File: src/rtl/mirror_pkg.sv
// Shared types and sizing helpers for the mirror stream loader.
package mirror_pkg;

    // Operand width used when a parent does not override it.
    localparam int DEFAULT_WIDTH = 10;

    // Loader phases: shifting in A, shifting in B, presenting the pair.
    typedef enum logic [1:0] {
        LOAD_A = 2'd0,
        LOAD_B = 2'd1,
        HOLD   = 2'd2
    } state_t;

    // Width of a bit index into a WIDTH-bit operand (at least one bit).
    function automatic int idx_width(input int width);
        return (width > 1) ? $clog2(width) : 1;
    endfunction

endpackage

File: src/rtl/mirror_shift_capture.sv
// WIDTH-bit operand register written one addressed bit at a time.
module mirror_shift_capture
    import mirror_pkg::*;
#(
    parameter int WIDTH = DEFAULT_WIDTH,
    parameter int IDX_W = idx_width(WIDTH)
) (
    input  logic             clk,
    input  logic             rst_n,
    input  logic             wr_en,
    input  logic [IDX_W-1:0] idx,
    input  logic             bit_in,
    output logic [WIDTH-1:0] q
);

    // Capture the serial bit into the addressed position; other bits hold.
    always_ff @(posedge clk or negedge rst_n) begin
        // NOTE: this storage is reset because the outputs it drives must read zero out of reset.
        if (!rst_n) begin
            q <= '0;
        end else if (wr_en) begin
            // NOTE: non-blocking so every flop samples pre-edge values and order inside the block is irrelevant.
            q[idx] <= bit_in;
        end
    end

endmodule

File: src/rtl/mirror_stream_loader.sv
// Bit-serial frame loader: deserialises operands A and B, tracks their
// equality as B arrives, and hands the pair downstream via valid/ready.
module mirror_stream_loader
    import mirror_pkg::*;
#(
    parameter int WIDTH = DEFAULT_WIDTH,
    parameter int CNT_W = 16
) (
    input  logic             clk,
    input  logic             rst_n,
    input  logic             clear,
    input  logic             in_valid,
    output logic             in_ready,
    input  logic             in_bit,
    input  logic             in_last,
    output logic             pair_valid,
    input  logic             pair_ready,
    output logic [WIDTH-1:0] pair_a,
    output logic [WIDTH-1:0] pair_b,
    output logic             match,
    output logic             err_frame,
    output logic [CNT_W-1:0] frames_ok
);

    localparam int               IDX_W    = idx_width(WIDTH);
    localparam logic [IDX_W-1:0] LAST_IDX = IDX_W'(WIDTH - 1);

    state_t           state;
    logic [IDX_W-1:0] cnt;

    logic accept;
    logic last_bit;
    logic frame_err;
    logic wr_a;
    logic wr_b;

    // Ready in both load phases; forced low while reset is asserted.
    assign in_ready = rst_n && (state != HOLD);

    assign accept    = in_valid && in_ready;
    assign last_bit  = (state == LOAD_B) && (cnt == LAST_IDX);
    // in_last must coincide exactly with the final bit of the frame.
    assign frame_err = accept && (in_last != last_bit);

    // A bit is stored only if it is accepted, well framed and not aborted.
    assign wr_a = accept && !frame_err && !clear && (state == LOAD_A);
    assign wr_b = accept && !frame_err && !clear && (state == LOAD_B);

    mirror_shift_capture #(
        .WIDTH (WIDTH),
        .IDX_W (IDX_W)
    ) u_cap_a (
        .clk    (clk),
        .rst_n  (rst_n),
        .wr_en  (wr_a),
        .idx    (cnt),
        .bit_in (in_bit),
        .q      (pair_a)
    );

    mirror_shift_capture #(
        .WIDTH (WIDTH),
        .IDX_W (IDX_W)
    ) u_cap_b (
        .clk    (clk),
        .rst_n  (rst_n),
        .wr_en  (wr_b),
        .idx    (cnt),
        .bit_in (in_bit),
        .q      (pair_b)
    );

    // Frame sequencing, incremental match, framing check and delivery count.
    always_ff @(posedge clk or negedge rst_n) begin
        if (!rst_n) begin
            state      <= LOAD_A;
            cnt        <= '0;
            match      <= 1'b0;
            pair_valid <= 1'b0;
            err_frame  <= 1'b0;
            frames_ok  <= '0;
        end else if (clear) begin
            // Abort wins over any accept or transfer in the same cycle.
            state      <= LOAD_A;
            cnt        <= '0;
            match      <= 1'b0;
            pair_valid <= 1'b0;
            err_frame  <= 1'b0;
        end else begin
            err_frame <= 1'b0;
            unique case (state)
                LOAD_A: begin
                    if (accept) begin
                        if (frame_err) begin
                            err_frame <= 1'b1;
                            cnt       <= '0;
                        end else if (cnt == LAST_IDX) begin
                            state <= LOAD_B;
                            cnt   <= '0;
                            match <= 1'b1;
                        end else begin
                            cnt <= cnt + 1'b1;
                        end
                    end
                end
                LOAD_B: begin
                    if (accept) begin
                        if (frame_err) begin
                            err_frame <= 1'b1;
                            state     <= LOAD_A;
                            cnt       <= '0;
                        end else begin
                            match <= match && (in_bit == pair_a[cnt]);
                            if (cnt == LAST_IDX) begin
                                state      <= HOLD;
                                cnt        <= '0;
                                pair_valid <= 1'b1;
                            end else begin
                                cnt <= cnt + 1'b1;
                            end
                        end
                    end
                end
                HOLD: begin
                    if (pair_ready) begin
                        state      <= LOAD_A;
                        cnt        <= '0;
                        pair_valid <= 1'b0;
                        if (frames_ok != '1) begin
                            frames_ok <= frames_ok + 1'b1;
                        end
                    end
                end
                default: begin
                    state      <= LOAD_A;
                    cnt        <= '0;
                    pair_valid <= 1'b0;
                end
            endcase
        end
    end

endmodule

File: config.mk
export PLATFORM = sky130hd
export DESIGN_NAME = mirror_stream_loader
export DESIGN_NICKNAME = d
export VERILOG_FILES = /design/src/rtl/mirror_pkg.sv /design/src/rtl/mirror_shift_capture.sv /design/src/rtl/mirror_stream_loader.sv
export SDC_FILE = /design/constraint.sdc
export NUM_CORES = 1
export LEC_CHECK = 0
export BUFFER_PORTS_ARGS = -buffer_cell sky130_fd_sc_hd__buf_2
export CAP_MARGIN = 20
export CORE_UTILIZATION = 50
export CTS_CLUSTER_DIAMETER = 30
export DETAILED_ROUTE_END_ITERATION = 6
export PLACE_DENSITY = 0.76
export SYNTH_ARGS = -nofsm -noshare
export SYNTH_HDL_FRONTEND = slang
export SYNTH_SLANG_ARGS = --single-unit
File: constraint.sdc
create_clock -name clk -period 1.7 [get_ports clk]
set_clock_uncertainty 0.15 [all_clocks]
set_input_delay 0.085 -clock clk [delete_from_list [all_inputs] [get_ports clk]]
set_output_delay 0.085 -clock clk [all_outputs]
set_load 0.01 [all_outputs]
# == Yosys cells after proc, flatten, opt, wreduce, memory -nomap -nowiden ==
# Cells that the tools add are included.
# word_totals
reg_bits,45
inputBits,7
out_inout_bits,40
elab_cells,85
# op_classes
addsub,2
magnitude_cmp,2
eq_ne,17
mux,35
n_bitwise,1
n_reduce_logical,20
# op_table
cell,count
bitwise mux 10 bit,2
2-to-1 mux 4 bit,5
"adder 16 x 1 -> 16 bit, second input constant",1
2-to-1 mux 2 bit,8
"!= test 16 bit, second input constant",1
"!= test 3 bit, second input constant",5
2-to-1 mux 1 bit,14
AND reduction 6 bit,2
logical AND 1 bit,10
case mux 4 bit (2 select lines),1
"!= test 3 x 2 -> 1 bit, second input constant",2
case mux 2 bit (3 select lines),1
"< comparator 4 x 5 -> 1 bit, second input constant",1
AND reduction 5 bit,1
"adder 4 x 1 -> 4 bit, second input constant",1
binary-select mux 1 bit (select 4 bit),1
demux 1 bit (select 4 bit),1
"== test 4 bit, second input constant",1
"greater-or-equal comparator 4 x 1 -> 1 bit, second input constant",1
"!= test 2 bit, second input constant",2
"!= test 4 x 3 -> 1 bit, second input constant",1
AND reduction 4 bit,1
"!= test 3 x 1 -> 1 bit, second input constant",1
case mux 1 bit (3 select lines),1
11 further kinds,12

# == Logic depth before layout (Yosys ltp) ==
# logic_depth
ltp_word,8
ltp_mapped,7
depth_no_buf,6

# == Cells and area by module ==
# A second synthesis with hierarchy kept.
# hier_totals
hier_cells,210
hier_area_um2,2321.0
# modules_own_cells
mod,n_inst,cells_per_inst,area_per_inst_um2,seq_area_each_um2
mirror_stream_loader,1,136,1367.6,625.6
mirror_shift_capture,2,37,476.7,250.2

# == Worst setup path after synthesis ==
# Ideal clock, no wire load.
# synth_timing
path_kind,register to register
startpoint,register frames_ok[11]
endpoint,register frames_ok[6]
setup_time_ns,0.129
arrival_ns,1.535
required_time_ns,1.421
slack_ns,-0.115
path_stages_with_launch,6
n_path_buf,0
period_less_slack_ns,1.815
path_cell_list,dfrtp_1 -> nand3_1 -> nor4_2 -> a21boi_1 -> and4_1 -> xor2_1
# synth_between
elab_chain_len,2
# synth_rtl
item,line,rtl
start: declaration,mirror_stream_loader.sv:22,output logic [CNT_W-1:0] frames_ok
start signal: assignment,mirror_stream_loader.sv:130,frames_ok <= frames_ok + 1'b1;
!= test 16 bit,mirror_stream_loader.sv:129,if (frames_ok != '1) begin
AND reduction 4 bit (no line),-,
# Every way passes these cells.
# A chain may end at the register's enable or synchronous reset.

# == Worst setup path after layout ==
# layout_timing
startpoint,register state[0]
endpoint,register frames_ok[7]
# layout_between
elab_chain_len,2
# layout_rtl
item,line,rtl
start: declaration,mirror_stream_loader.sv:28,state_t state;
start signal: assignment,mirror_stream_loader.sv:76,state <= LOAD_A;
start signal: assignment,mirror_stream_loader.sv:84,state <= LOAD_A;
start signal: assignment,mirror_stream_loader.sv:98,state <= LOAD_B;
== test 2 bit,mirror_stream_loader.sv:91,unique case (state)
AND reduction 4 bit (no line),-,
# Every way passes these cells.

==> metrics.md <==
| Metric | Value |
|---|---|
| Status | `finished, violations left` |
| Violated checks | `setup timing` |
| Final ANT Viol Nets | `0` |
| Crit path arrival time | `2.06 ns` |
| Peak Freq | `505 MHz` |
| Worst path cell trace | `and4bb_2, nand4_1, buf_4, a41o_4, nor2_4, xor2_1` |
| RD Place Congestion | `0.814` |
| Count of state elements after synthesis | `45` |
| Die X | `71.5 um` |
| DRT Pass-1 Iters | `4` |
| Setup violators final | `37` |
| Std-Cell Rows | `24` |
| Clk_lat worst skew | `0.30 ns` |
| Tightest Pin Transition | `0.976 ns` |
| Largest fanout on the critical path | `5` |
| Slowest CP cell | `dfrtp_1` |
| Max-slew violations | `0` |
| Residual DRC count | `0` |
| Die ar. | `0.00511 mm^2` |
| Unrepaired setup endpoints after global routing | `true` |
| VDD IR max | `465 uV` |
| Share of cells above drive strength 1 | `58.7%` |
| Switching Fraction | `26.4%` |
| GR Util All Layers | `23.5%` |
| Slew HR | `34.7%` |
| Comb power frac | `15.7%` |
| Fin area | `0.00356 mm^2` |
| Setup crit end kind | `flop` |
| Min-Delay Path Class | `in2reg` |
| Largest net degree at the start of global routing | `25` |
| Initial DRC count | `124` |
| Netlist cell types | `47` |
| Mapped Area | `0.00241 mm^2` |
| IO buf count | `46` |
| Vias per cell | `5.73` |
| Number of synthesized flops with an enable pin | `0` |
| Sequential power share | `47.8%` |
| Die Ht | `71.5 um` |
| NumNets Final | `341` |
| Post-synth ARST share | `100%` |
| Clk slew on worst S/H paths | `0.09 ns` |
| Vias | `2210` |
| Min Tclk post-route | `1.98 ns` |
| Main synth FF type | `dfrtp_1` |
| Pwr dens | `671 mW/mm^2` |
| Core ar. | `0.00450 mm^2` |
| Syn. warnings | `0` |
| Worst path depth | `6` |
| Area growth syn-to-layout | `47.4%` |
| Root cell of the clock tree | `clkbuf_8` |
| Hold Fails Final Rpt | `0` |
| Synth Instances | `228` |
| Place WS | `-0.182 ns` |
| CTS HTree Levels | `2` |
| Gr ovfl total | `0` |
| ANT cells | `0` |
| Placed wire-length estimate | `3900 um` |
| Setup CP Type | `reg2reg` |
| Period utilization | `117%` |
| Internal power | `0.00176 W` |
| CTS Buf Count | `5` |
| Crit path largest cell delay | `0.45 ns` |
| CP bufs+invs | `1` |
| Mapped Avg Cell Area | `10.6 um^2` |
| Post-DP Area | `0.00302 mm^2` |
| Hold Path Stages | `3` |
| Crit start category | `flop` |
| Leak | `1.74 nW` |
| Sequential fraction of the synthesis area | `46.7%` |
| Clock Path Buffers | `2` |
| Final core utilization | `79.0%` |
| Routed wire length per instance | `17.8 um` |
| CTS tree | `built` |
| Initial core utilization | `53.6%` |
| Vias in the first global route | `2076` |
| # IOs | `47` |
| CP delay by family, top | `simple AND/OR/NAND/NOR gates` |
| Max-cap viol count | `0` |
| Syn Nets | `236` |
| Worst setup margin | `-0.282 ns` |
| Net Switching | `0.000629 W` |
| CP Data Required Time | `1.77 ns` |
| R2r worst-path depth | `6` |
| Clk pwr share | `36.5%` |
| CTS sink cnt | `45` |
| Initial antenna violation count | `0` |
| Final WL | `6870 um` |
| First-pass GRT wire length | `9300 um` |
==> area by class of cell <==
class                      count  area [um^2]
multi-input combinational    167         1500
sequential                    45         1130
fill                         253          947
timing repair buffer         109          714
clock buffer                   6         82.6
tap                           52         65.1
clock inverter                 2         37.5
inverter                       5         26.3
==> power by group through the flow <==
stage,logic (W),registers (W),clock network [W]
2_1_floorplan,0.000174,0.00116,0
3_3_place_gp,0.000310,0.00116,0
3_5_place_dp,0.000314,0.00116,0
4_1_cts,0.000338,0.00114,0.000870
5_1_grt,0.000401,0.00114,0.000901
6_report,0.000375,0.00114,0.000871
==> final timing paths <==
check / startpoint / to / slack [ns]
max reg2reg: state[0] / frames_ok[7] / -0.28
max in group asynchronous: rst_n / cnt[0] / 0.25
min reg2reg: u_cap_b.q[1] / u_cap_b.q[1] / 0.37
min in group asynchronous: rst_n / u_cap_a.q[2] / 0.32
max: state[0] / frames_ok[7] / -0.28
min: clear / state[1] / 0.07
==> cells in the final DEF (no fill, tap or decap), types with 3 or more instances in the layout <==
cell / n
xor2_1: 10
nand2b_1: 3
clkbuf_8: 6
dfrtp_1: 42
nor4_4: 3
dlygate4sd3_1: 3
nand3_1: 8
buf_4: 59
nand2_2: 3
nand3_2: 4
o21ai_0: 3
o21ai_2: 3
nor2b_1: 3
nor2_4: 8
buf_2: 46
nand4_1: 4
clkinvlp_4: 3
dfrtp_2: 3
nor3_2: 3
nor2_2: 6
nor2_1: 10
mux2_2: 11
mux2_4: 11
nand2_1: 20
xnor2_1: 7
==> per-stage QoR <==
stage | setup TNS [ns] | power (W) | std cells | hold slack [ns]
2_1_floorplan | -1.10 | 0.00134 | 228 | -0.361
3_3_place_gp | -3.68 | 0.00147 | 359 | -0.0221
3_5_place_dp | -4.20 | 0.00147 | 359 | -0.0252
4_1_cts | -4.01 | 0.00235 | 375 | 0.0308
5_1_grt | -8.07 | 0.00245 | 386 | 0.0788
6_report | -5.34 | 0.00239 | 386 | 0.0651
==> kinds of logic after synthesis <==
logic type	after synthesis	synth area share [%]
xor+xnor	17	6.17
mux	25	13.8
flops	45	46.7
buf+inv	16	2.90
compound gates	28	7.62
fa+ha+maj	1	0.518
simple gates	96	22.3
==> routing by layer <==
metal,global-route usage [%],vias up,part of all wire (%)
met5,0,-,0
met4,8.28,0,2.4
met3,5.34,13,5.2
met2,40.2,82,52
met1,29.6,1098,41
li1,-,1017,-
==> synth_stat cells (3+ instances only) <==
master | number | area, um^2
nor2_1 | 24 | 90.1
a21oi_1 | 4 | 20.0
buf_2 | 8 | 40.0
mux2_4 | 8 | 120
xor2_1 | 10 | 87.6
nand3_1 | 12 | 60.1
nor2b_1 | 4 | 25.0
xnor2_1 | 7 | 61.3
o21ai_0 | 8 | 40.0
nand4_1 | 4 | 25.0
nor3_1 | 5 | 25.0
mux2_2 | 14 | 158
clkbuf_1 | 3 | 11.3
dfrtp_1 | 45 | 1130
inv_1 | 5 | 18.8
nand2b_1 | 4 | 25.0
o31ai_1 | 3 | 22.5
nand2_1 | 23 | 86.3
==> what timing repair did <==
action,4_1_cts,5_1_grt
hold buffers,3,0
resized for setup,16,53
setup buffers,5,11
setup endpoints to repair,35,42
hold endpoints to repair,22,0
gates cloned,0,0
pin swaps,10,25
==> flip-flops by register name (all words and copies together), names as in the netlist <==
signal,flops
frames_ok,16
match,1
u_cap_b.q,10
pair_valid,1
state,2
u_cap_a.q,10
cnt,4
err_frame,1
==> worst reg2reg max path, delay by kind of cell (launching register included) <==
kind,cells,cell delay [ns]
xor+xnor,1,0.17
compound gates,1,0.28
buf+inv,1,0.19
flops,1,0.45
simple gates,3,0.67
(Power assumes the default switching activity.)
